### src/rtl/dacx0504_spi_master.sv
//==============================================================================
// Module      : dacx0504_spi_master
// Description : SPI initiator for the DACx0504 quad DAC. Turns single-register
//               read/write commands into 24-bit MSB-first frames on
//               DAC_SCLK/DAC_SDI/DAC_CS and captures DAC_SDO for readback.
//               A read is two frames: the read request, then a NOP frame
//               during which the DAC shifts the register contents back.
//               Optional macro READ_CHECK_EN: compare the readback header
//               against {4'h8, addr} and flag a mismatch on rsp_err.
// Revision    : 1.0 - initial release
//==============================================================================
`default_nettype none

module dacx0504_spi_master #(
    parameter int SCLK_HALF  = 1,   // DAC_CLK cycles per SCLK half-period
    parameter int CS_GAP_CYC = 2    // min DAC_CLK cycles CS high between frames
) (
    input  logic        DAC_CLK,
    input  logic        SYS_RST,
    input  logic        cmd_valid,
    output logic        cmd_ready,
    input  logic        cmd_rd,
    input  logic [3:0]  cmd_addr,
    input  logic [15:0] cmd_wdata,
    output logic        rsp_valid,
    output logic [15:0] rsp_data,
    output logic        rsp_err,
    output logic        busy,
    output logic        DAC_SCLK,
    output logic        DAC_SDI,
    output logic        DAC_CS,
    input  logic        DAC_SDO
);

    localparam int c_CNT_MAX = (SCLK_HALF > CS_GAP_CYC) ? SCLK_HALF : CS_GAP_CYC;
    localparam int c_CNT_W   = $clog2(c_CNT_MAX + 1);
    localparam logic [c_CNT_W-1:0] c_HALF_LD = c_CNT_W'(SCLK_HALF - 1);
    localparam logic [c_CNT_W-1:0] c_GAP_LD  = c_CNT_W'(CS_GAP_CYC - 1);
`ifdef READ_CHECK_EN
    localparam int c_CAP_W = 24;    // header is kept for the compare
`else
    localparam int c_CAP_W = 16;    // only the data field is ever delivered
`endif

    typedef enum logic [2:0] {
        S_IDLE  = 3'd0,
        S_SETUP = 3'd1,
        S_SHIFT = 3'd2,
        S_HOLD  = 3'd3,
        S_GAP   = 3'd4,
        S_DONE  = 3'd5
    } state_t;

    state_t               r_state;
    logic [c_CNT_W-1:0]   r_cnt;
    logic [4:0]           r_bit;      // index of the bit currently on SDI
    logic                 r_phase;    // 0: SCLK low half, 1: SCLK high half
    logic [22:0]          r_frame;    // bits still to be sent after the one on SDI
    logic                 r_rd;
    logic                 r_second;   // second (NOP / capture) frame of a read
    logic [c_CAP_W-1:0]   r_cap;
    logic                 r_ready;
    logic                 r_busy;
    logic                 r_rsp_valid;
    logic [15:0]          r_rsp_data;
    logic                 r_sclk;
    logic                 r_sdi;
    logic                 r_cs;
    logic [23:0]          w_frame;
`ifdef READ_CHECK_EN
    logic [3:0]           r_addr;
    logic                 r_rsp_err;
`endif

    // Frame image built from the command inputs, used only on accept
    always_comb begin
        w_frame = cmd_rd ? {4'h8, cmd_addr, 16'h0000} : {4'h0, cmd_addr, cmd_wdata};
    end

    // Frame sequencer: all pins and response outputs are registered here
    always_ff @(posedge DAC_CLK or posedge SYS_RST) begin
        if (SYS_RST) begin
            r_state     <= S_IDLE;
            r_cnt       <= '0;
            r_bit       <= 5'd0;
            r_phase     <= 1'b0;
            r_frame     <= '0;
            r_rd        <= 1'b0;
            r_second    <= 1'b0;
            r_cap       <= '0;
            r_ready     <= 1'b0;
            r_busy      <= 1'b1;
            r_rsp_valid <= 1'b0;
            r_rsp_data  <= 16'h0000;
            r_sclk      <= 1'b1;
            r_sdi       <= 1'b0;
            r_cs        <= 1'b1;
`ifdef READ_CHECK_EN
            r_addr      <= 4'h0;
            r_rsp_err   <= 1'b0;
`endif
        end else begin
            r_rsp_valid <= 1'b0;
            case (r_state)
                S_IDLE: begin
                    r_ready <= 1'b1;
                    r_busy  <= 1'b0;
                    if (cmd_valid && r_ready) begin
                        r_ready  <= 1'b0;
                        r_busy   <= 1'b1;
                        r_rd     <= cmd_rd;
                        r_second <= 1'b0;
                        r_frame  <= w_frame[22:0];
                        r_sdi    <= w_frame[23];
                        r_cs     <= 1'b0;
                        r_cnt    <= c_HALF_LD;
                        r_bit    <= 5'd23;
                        r_state  <= S_SETUP;
`ifdef READ_CHECK_EN
                        r_addr   <= cmd_addr;
`endif
                    end
                end
                S_SETUP: begin
                    if (r_cnt != '0) begin
                        r_cnt <= r_cnt - 1'b1;
                    end else begin
                        // First falling edge; SDO is sampled before SCLK drops
                        r_sclk  <= 1'b0;
                        r_phase <= 1'b0;
                        r_cnt   <= c_HALF_LD;
                        r_state <= S_SHIFT;
                        if (r_second)
                            r_cap <= {r_cap[c_CAP_W-2:0], DAC_SDO};
                    end
                end
                S_SHIFT: begin
                    if (r_cnt != '0) begin
                        r_cnt <= r_cnt - 1'b1;
                    end else if (!r_phase) begin
                        // Rising edge: move SDI on to the next bit
                        r_sclk  <= 1'b1;
                        r_phase <= 1'b1;
                        r_cnt   <= c_HALF_LD;
                        if (r_bit != 5'd0) begin
                            r_sdi   <= r_frame[22];
                            r_frame <= {r_frame[21:0], 1'b0};
                        end
                    end else if (r_bit == 5'd0) begin
                        r_cnt   <= c_HALF_LD;
                        r_state <= S_HOLD;
                    end else begin
                        // Falling edge: DAC takes SDI, master takes SDO
                        r_sclk  <= 1'b0;
                        r_phase <= 1'b0;
                        r_cnt   <= c_HALF_LD;
                        r_bit   <= r_bit - 5'd1;
                        if (r_second)
                            r_cap <= {r_cap[c_CAP_W-2:0], DAC_SDO};
                    end
                end
                S_HOLD: begin
                    if (r_cnt != '0) begin
                        r_cnt <= r_cnt - 1'b1;
                    end else begin
                        r_cs    <= 1'b1;
                        r_sdi   <= 1'b0;
                        r_cnt   <= c_GAP_LD;
                        r_state <= S_GAP;
                    end
                end
                S_GAP: begin
                    if (r_cnt != '0) begin
                        r_cnt <= r_cnt - 1'b1;
                    end else if (r_rd && !r_second) begin
                        // Launch the NOP frame that clocks the readback out
                        r_second <= 1'b1;
                        r_frame  <= '0;
                        r_sdi    <= 1'b0;
                        r_cs     <= 1'b0;
                        r_cnt    <= c_HALF_LD;
                        r_bit    <= 5'd23;
                        r_state  <= S_SETUP;
                    end else if (r_rd) begin
                        r_rsp_valid <= 1'b1;
                        r_rsp_data  <= r_cap[15:0];
`ifdef READ_CHECK_EN
                        r_rsp_err   <= (r_cap[23:16] != {4'h8, r_addr});
`endif
                        r_state     <= S_DONE;
                    end else begin
                        r_ready <= 1'b1;
                        r_busy  <= 1'b0;
                        r_state <= S_IDLE;
                    end
                end
                S_DONE: begin
                    r_ready <= 1'b1;
                    r_busy  <= 1'b0;
                    r_state <= S_IDLE;
                end
                default: begin
                    r_state <= S_IDLE;
                end
            endcase
        end
    end

    assign cmd_ready = r_ready;
    assign busy      = r_busy;
    assign rsp_valid = r_rsp_valid;
    assign rsp_data  = r_rsp_data;
    assign DAC_SCLK  = r_sclk;
    assign DAC_SDI   = r_sdi;
    assign DAC_CS    = r_cs;
`ifdef READ_CHECK_EN
    assign rsp_err   = r_rsp_err;
`else
    assign rsp_err   = 1'b0;
`endif

endmodule

`default_nettype wire

### config.mk
export PLATFORM = sky130hd
export DESIGN_NAME = dacx0504_spi_master
export DESIGN_NICKNAME = d
export VERILOG_FILES = /design/src/rtl/dacx0504_spi_master.sv
export SDC_FILE = /design/constraint.sdc
export NUM_CORES = 1
export LEC_CHECK = 0
export ABC_AREA = 1
export CAP_MARGIN = 25
export CELL_PAD_IN_SITES_DETAIL_PLACEMENT = 1
export CELL_PAD_IN_SITES_GLOBAL_PLACEMENT = 1
export CORE_UTILIZATION = 41
export DETAILED_ROUTE_END_ITERATION = 16
export GPL_TIMING_DRIVEN = 0
export PLACE_DENSITY = 0.78
export SLEW_MARGIN = 20
export SYNTH_ARGS = -nofsm -noshare
export SYNTH_HDL_FRONTEND = slang
export SYNTH_SLANG_ARGS = --single-unit
### constraint.sdc
create_clock -name DAC_CLK -period 2.5 [get_ports DAC_CLK]
set_input_delay 0.375 -clock DAC_CLK [delete_from_list [all_inputs] [get_ports DAC_CLK]]
set_output_delay 0.375 -clock DAC_CLK [all_outputs]
set_load 0.01 [all_outputs]
==> results.py, run 1 <==
metrics = {
    "setup_path": {
        "critical_path.n_buffers_inverters": 2,
        "path_delay_family": "buffers and inverters",
        "crit_fanout": 10,
        "cp.arrival_ns": 2.17,
        "r2r_end": "r_frame[15]",
        "r2r_cells": 7,
        "crit_required_ns": 2.74,
        "path_cells": "clkbuf_1 -> nand2_1 -> nand2_1 -> clkbuf_1 -> o21ai_0 -> nand3_1 -> nand2_1",
        "startpoint_type": "flip-flop",
        "worstReg2RegStart": "r_state[2]",
        "worst-setup-path-type": "flip-flop to flip-flop",
        "slowest_delay_ns": 0.37,
        "cp_common_cell": "nand2_1",
        "cp_slowest_cell": "clkbuf_1",
        "cp-end-kind": "flip-flop",
        "rrSetupSlack_ns": 0.57,
    },
    "die": {
        "die_w_um": 97.40,
        "die_area_mm2": 0.009486,
        "ios": 48,
        "coreArea_mm2": 0.008763,
        "die_y_um": 97.40,
        "rows": 34,
        "start_util": 0.4258,
    },
    "synth": {
        "ys_seq_elements": 74,
        "ys.flop_type": "dfrtp_1",
        "ys_top_cells_by_count": "nand2_1 (233), dfrtp_1 (71), nand3_1 (44)",
        "synth_top_area_frac": 0.4762,
        "syn_nets": 512,
        "ys_warn_count": 0,
        "syn_inst": 486,
        "synth_edf_count": 0,
        "synth_cell_type_count": 26,
        "yosysTopAreaCell": "dfrtp_1",
        "async_flop_share": 1.000,
        "syn_avg_cell_area_um2": 7.677,
        "seq_area_frac_synth": 0.4973,
        "syn_area_mm2": 0.003731,
        "synth_most_common_cell": "nand2_1",
        "ys_top_cells_by_area": "dfrtp_1 (48%), nand2_1 (23%), nand3_1 (5.9%)",
    },
    "sta": {
        "setup_slack_ns": 0.5727,
        "fmax_ghz": 0.5189,
        "hold_viol": 0,
        "period_minus_slack_ns": 1.927,
        "setup_viol_count_final": 0,
        "rsz0062_at_grt": "false",
        "skew_ns": 0.007340,
        "slew_violations": 0,
        "min_period_over_period": 0.7709,
    },
    "drt": {
        "drcViolationCount": 0,
        "wl_per_cell_um": 14.37,
        "dr.first_iter.drc_count": 76,
        "wl_mm": 9.440,
        "drtAntennaViolNets": 0,
        "drt-met1-wl_mm": 4.293,
        "drt_pass1_iterations": 4,
        "wl_met2_mm": 4.801,
        "dr_wl_met3_um": 256,
        "dr_total_vias": 3349,
        "via_per_inst": 5.097,
        "highest_layer": "met4",
    },
    "global_route": {
        "antenna_found_initial": 0,
        "grt_pass1_vias": 3399,
        "gr-usage-all-layers": 0.2130,
        "grt_max_degree": 49,
        "grt_pass1_wl_mm": 16.39,
        "grt.overflow.total": 0,
    },
    "final_layout": {
        "final_area_mm2": 0.004561,
        "antenna_cells": 0,
        "layout-drive-gt1-share": 0.1038,
        "syn2layout_area_growth_pct": 22.23,
        "nNetsFinal": 570,
    },
    "cts": {
        "clockBufferDepth": 2,
        "cts_buffers": 9,
        "postCtsHoldBufs": 0,
        "clk_pin_slew_worst_paths_ns": 0.09,
        "cts_tree": "built",
        "root_buffer": "clkbuf_8",
        "post_cts_buffers": 0,
        "h-tree-depth": 3,
        "clk_latency_ns": 0.35,
        "clock-sinks": 74,
        "cts_resized": 0,
    },
    "run": {
        "drv_cap": 0,
    },
    "placed_design": {
        "place.gp.congestion": 0.8254,
        "io_buffers": 46,
        "placed_area_mm2": 0.004357,
        "pre_cts_ws_ns": 0.3065,
        "dpl.hpwl_mm": 6.607,
    },
    "power_and_ir_drop": {
        "p_leak_nw": 2.363,
        "power_density_mw_per_mm2": 1247,
        "power.total_mw": 5.686,
        "peakVddDrop_uv": 440.9,
    },
    "worst_hold_path": {
        "hp-class": "input port to async pin",
    },
    "status": {
        "outcome": "completed",
    },
}
-- cell usage in the layout, fill, tap and decap left out, drive strengths merged --
cell / instances
nand2: 237
dfrtp: 71
nand3: 48
clkdlybuf4s50: 46
o21ai: 29
inv: 24
nor2: 23
buf: 20
nand4: 17
clkbuf: 14
a21oi: 9
dfstp: 3
clkinvlp: 2
o21bai: 1
o31ai: 1
ha: 1
conb: 1
clkinv: 1
bufinv: 1
-- routing by layer --
metal	vias up	GRT usage
met4	0	0.05090
met2	49	0.3803
li1	1664	-
met5	-	0
met1	1629	0.2622
met3	7	0.04388
-- metrics by stage --
| step | hold WS (ns) | TNS, ns | util | std cells |
|---|---|---|---|---|
| 2_1_floorplan | 0.4419 | 0 | - | 486 |
| 3_3_place_gp | 0.4539 | -81.74 | 0.4937 | 640 |
| 3_5_place_dp | 0.4631 | 0 | 0.4971 | 641 |
| 4_1_cts | 0.3563 | 0 | 0.5204 | 657 |
| 5_1_grt | 0.3884 | 0 | 0.5204 | 657 |
| 6_report | 0.3583 | 0 | 0.5204 | 657 |
-- cells by family after synthesis --
| family | after synthesis | share of synthesized area |
|---|---|---|
| AND/OR/NAND/NOR | 325 | 0.3739 |
| buffers and inverters | 45 | 0.06539 |
| AO/OA/AOI/OAI | 40 | 0.05902 |
| adder cells (fa/ha/maj) | 1 | 0.003353 |
| flip-flops | 74 | 0.4973 |
| other | 1 | 0.001005 |
-- final cells by class --
type,instances,area [um2]
multi-input combinational,367,1632
clock inverter,5,62.56
timing repair buffer,47,488.0
clock buffer,11,141.4
tap,108,135.1
sequential,74,1856
inverter,23,88.84
fill,1114,4203
buffer,22,157.7
-- power breakdown --
part	switching (mW)	internal, mW	leakage (nW)
logic	1.84	0.992	1.30
registers	0.266	1.61	0.970
clock network	0.483	0.494	0.0962
-- registers in the layout, indices dropped and copies added, names as in the netlist, 2 cells and up --
register / cells
r_cnt: 2
rsp_data: 16
r_bit: 5
r_cap: 16
r_state: 3
r_frame: 23
-- worst max-delay path by stage --
| stage | from | to | slack (ns) | depth (start not counted) |
|---|---|---|---|---|
| final | r_state[2] | r_frame[15] | 0.57 | 7 |
| after global routing | r_bit[0] | r_frame[21] | 0.44 | 9 |
| after global placement | SYS_RST | r_rd | -1.14 | 2 |
| after floorplan | SYS_RST | DAC_SDI | 0.25 | 1 |
| after CTS | r_state[2] | r_frame[15] | 0.59 | 7 |
| after detailed placement | cmd_valid | r_bit[2] | 0.31 | 8 |
Note: power is estimated with default switching activity, not from simulation.
==> run 2: changes to the inputs <==
- clock period: 2.5 -> 1.8 ns (I/O delays scaled with it)
==> run 2 against run 1 <==
Net effect:
- sequential share of layout area decreased by 1.7 points
- setup slack worse by 0.50 ns
- critical path type unchanged
- flip-flop and latch count stayed put
==> results.py, run 2 (synthesis gave the netlist of run 1 again) <==
metrics = {
    "status": {
        "outcome": "completed",
    },
    "power_and_ir_drop": {
        "power.total_mw": 8.565,
        "switchingPower_mw": 3.726,
        "power_density_mw_per_mm2": 1797,
        "peakVddDrop_uv": 819.8,
        "combinationalPowerShare": 0.509,
        "seq_power_share": 0.307,
        "clkPwrFrac": 0.184,
        "cell_internal_pwr_mw": 4.838,
        "p_leak_nw": 2.445,
        "swShare": 0.4351,
    },
    "final_layout": {
        "n_fill_cell": 1105,
        "layout-drive-gt1-share": 0.1449,
        "final_area_mm2": 0.004766,
        "largest-register": "r_frame",
        "syn2layout_area_growth_pct": 27.73,
        "nNetsFinal": 580,
        "antenna_cells": 0,
        "final_common_cell": "nand2_1",
        "final_cell_mix": "nand2_1 (230), dfrtp_1 (70), clkdlybuf4s50_1 (46)",
        "largest_register_ffs": 23,
    },
    "setup_path": {
        "startpoint_type": "flip-flop",
        "worstReg2RegStart": "r_state[0]",
        "r2r_end": "r_frame[14]",
        "worst-setup-path-type": "flip-flop to flip-flop",
        "r2r_cells": 11,
        "cp.arrival_ns": 1.97,
        "cp-end-kind": "flip-flop",
        "setup.worst_path.start": "r_state[0]",
        "rrSetupSlack_ns": 0.08,
        "crit_required_ns": 2.05,
        "crit_fanout": 10,
    },
    "global_route": {
        "use_met2": 0.3814,
        "grtUsageMet1": 0.2689,
        "grt_max_degree": 34,
        "gr-usage-all-layers": 0.2165,
        "busiest_layer": "met2",
        "grt.overflow.total": 0,
        "antenna_found_initial": 0,
        "grt_pass1_wl_mm": 16.71,
        "grt_pass1_vias": 3603,
        "grt_use_met3": 0.03885,
    },
    "cts": {
        "cts_tree": "built",
        "clk_pin_slew_worst_paths_ns": 0.08,
        "root_buffer": "clkbuf_8",
        "h-tree-depth": 3,
        "clockBufferDepth": 2,
        "postCtsHoldBufs": 0,
        "clk_latency_ns": 0.36,
        "cts_buffers": 9,
        "clock-sinks": 74,
    },
    "die": {
        "die_y_um": 97.40,
        "rows": 34,
        "start_util": 0.4258,
        "coreArea_mm2": 0.008763,
        "ios": 48,
        "die_area_mm2": 0.009486,
        "die_w_um": 97.40,
    },
    "drt": {
        "wl_per_cell_um": 14.50,
        "drt_pass1_iterations": 4,
        "drtAntennaViolNets": 0,
        "drcViolationCount": 0,
        "wl_mm": 9.672,
        "dr.first_iter.drc_count": 133,
        "dr_total_vias": 3441,
        "via_per_inst": 5.159,
    },
    "sta": {
        "setup_viol_count_final": 0,
        "min_period_over_period": 0.9577,
        "slew_violations": 0,
        "setup_tns_ns": 0,
        "skew_ns": 0.01062,
        "period_minus_slack_ns": 1.724,
        "fmax_ghz": 0.5801,
        "hold_viol": 0,
        "setup_slack_ns": 0.07621,
    },
    "worst_hold_path": {
        "hp-class": "input port to async pin",
    },
    "run": {
        "drv_cap": 0,
    },
    "placed_design": {
        "io_buffers": 46,
        "pre_cts_ws_ns": -0.2396,
        "dpl.hpwl_mm": 6.787,
        "placed_area_mm2": 0.004370,
        "place.gp.congestion": 0.7781,
    },
}
==> run 2: what timing repair did <==
action,4_1_cts,5_1_grt
endpoints found under the setup margin,29,53
resized for setup,8,19
pin swaps,2,3
setup buffers,4,5
hold endpoints to repair,0,0
==> run 2: critical path, cell delays in order, from the launching register on <==
cell     delay (ns)
dfrtp_1        0.38
buf_6          0.15
inv_4          0.07
nand3_2        0.10
buf_6          0.16
nand2_2        0.06
nand2_2        0.08
a21oi_4        0.23
nand2_4        0.11
buf_8          0.15
nand2_1        0.07
nand2_1        0.06
==> run 2: stage by stage <==
stage	std cells	hold WS, ns	utilization
floorplan	486	0.3868	-
global placement	640	0.4545	0.4941
detailed placement	642	0.4595	0.4987
CTS	662	0.2371	0.5321
global route	667	0.2720	0.5438
finish	667	0.2361	0.5438
==> run 2: area by class of cell <==
type                       count  area (um2)  share of cell area
multi-input combinational    367        1697              0.3560
clock buffer                  10       127.6             0.02678
timing repair buffer          57       568.0              0.1192
clock inverter                 6       115.1             0.02415
buffer                        22       168.9             0.03544
sequential                    74        1857              0.3896
tap                          108       135.1             0.02835
inverter                      23       97.59             0.02048
==> run 2: worst max path at each step <==
| stage | depth (start not counted) | endpoint |
|---|---|---|
| 2_1_floorplan | 9 | r_frame[16] |
| 3_3_place_gp | 2 | r_frame[10] |
| 3_5_place_dp | 8 | r_bit[4] |
| 4_1_cts | 10 | r_cap[8] |
| 5_1_grt | 11 | r_frame[14] |
| 6_report | 11 | r_frame[14] |
==> run 2: power by group through the flow <==
stage	clock [mW]	combinational (mW)	sequential, mW
after global routing	1.68	4.88	2.70
after detailed placement	0	3.92	2.64
after CTS	1.61	4.11	2.62
after global placement	0	3.80	2.61
after floorplan	0	2.77	2.59
final	1.58	4.36	2.63
==> run 2: per-layer routing <==
layer	routed length [um]	share of wire	up-vias
met5	0	0	-
met4	146	0.015	0
met3	336	0.035	13
met2	5016	0.52	64
met1	4173	0.43	1672
li1	-	-	1692
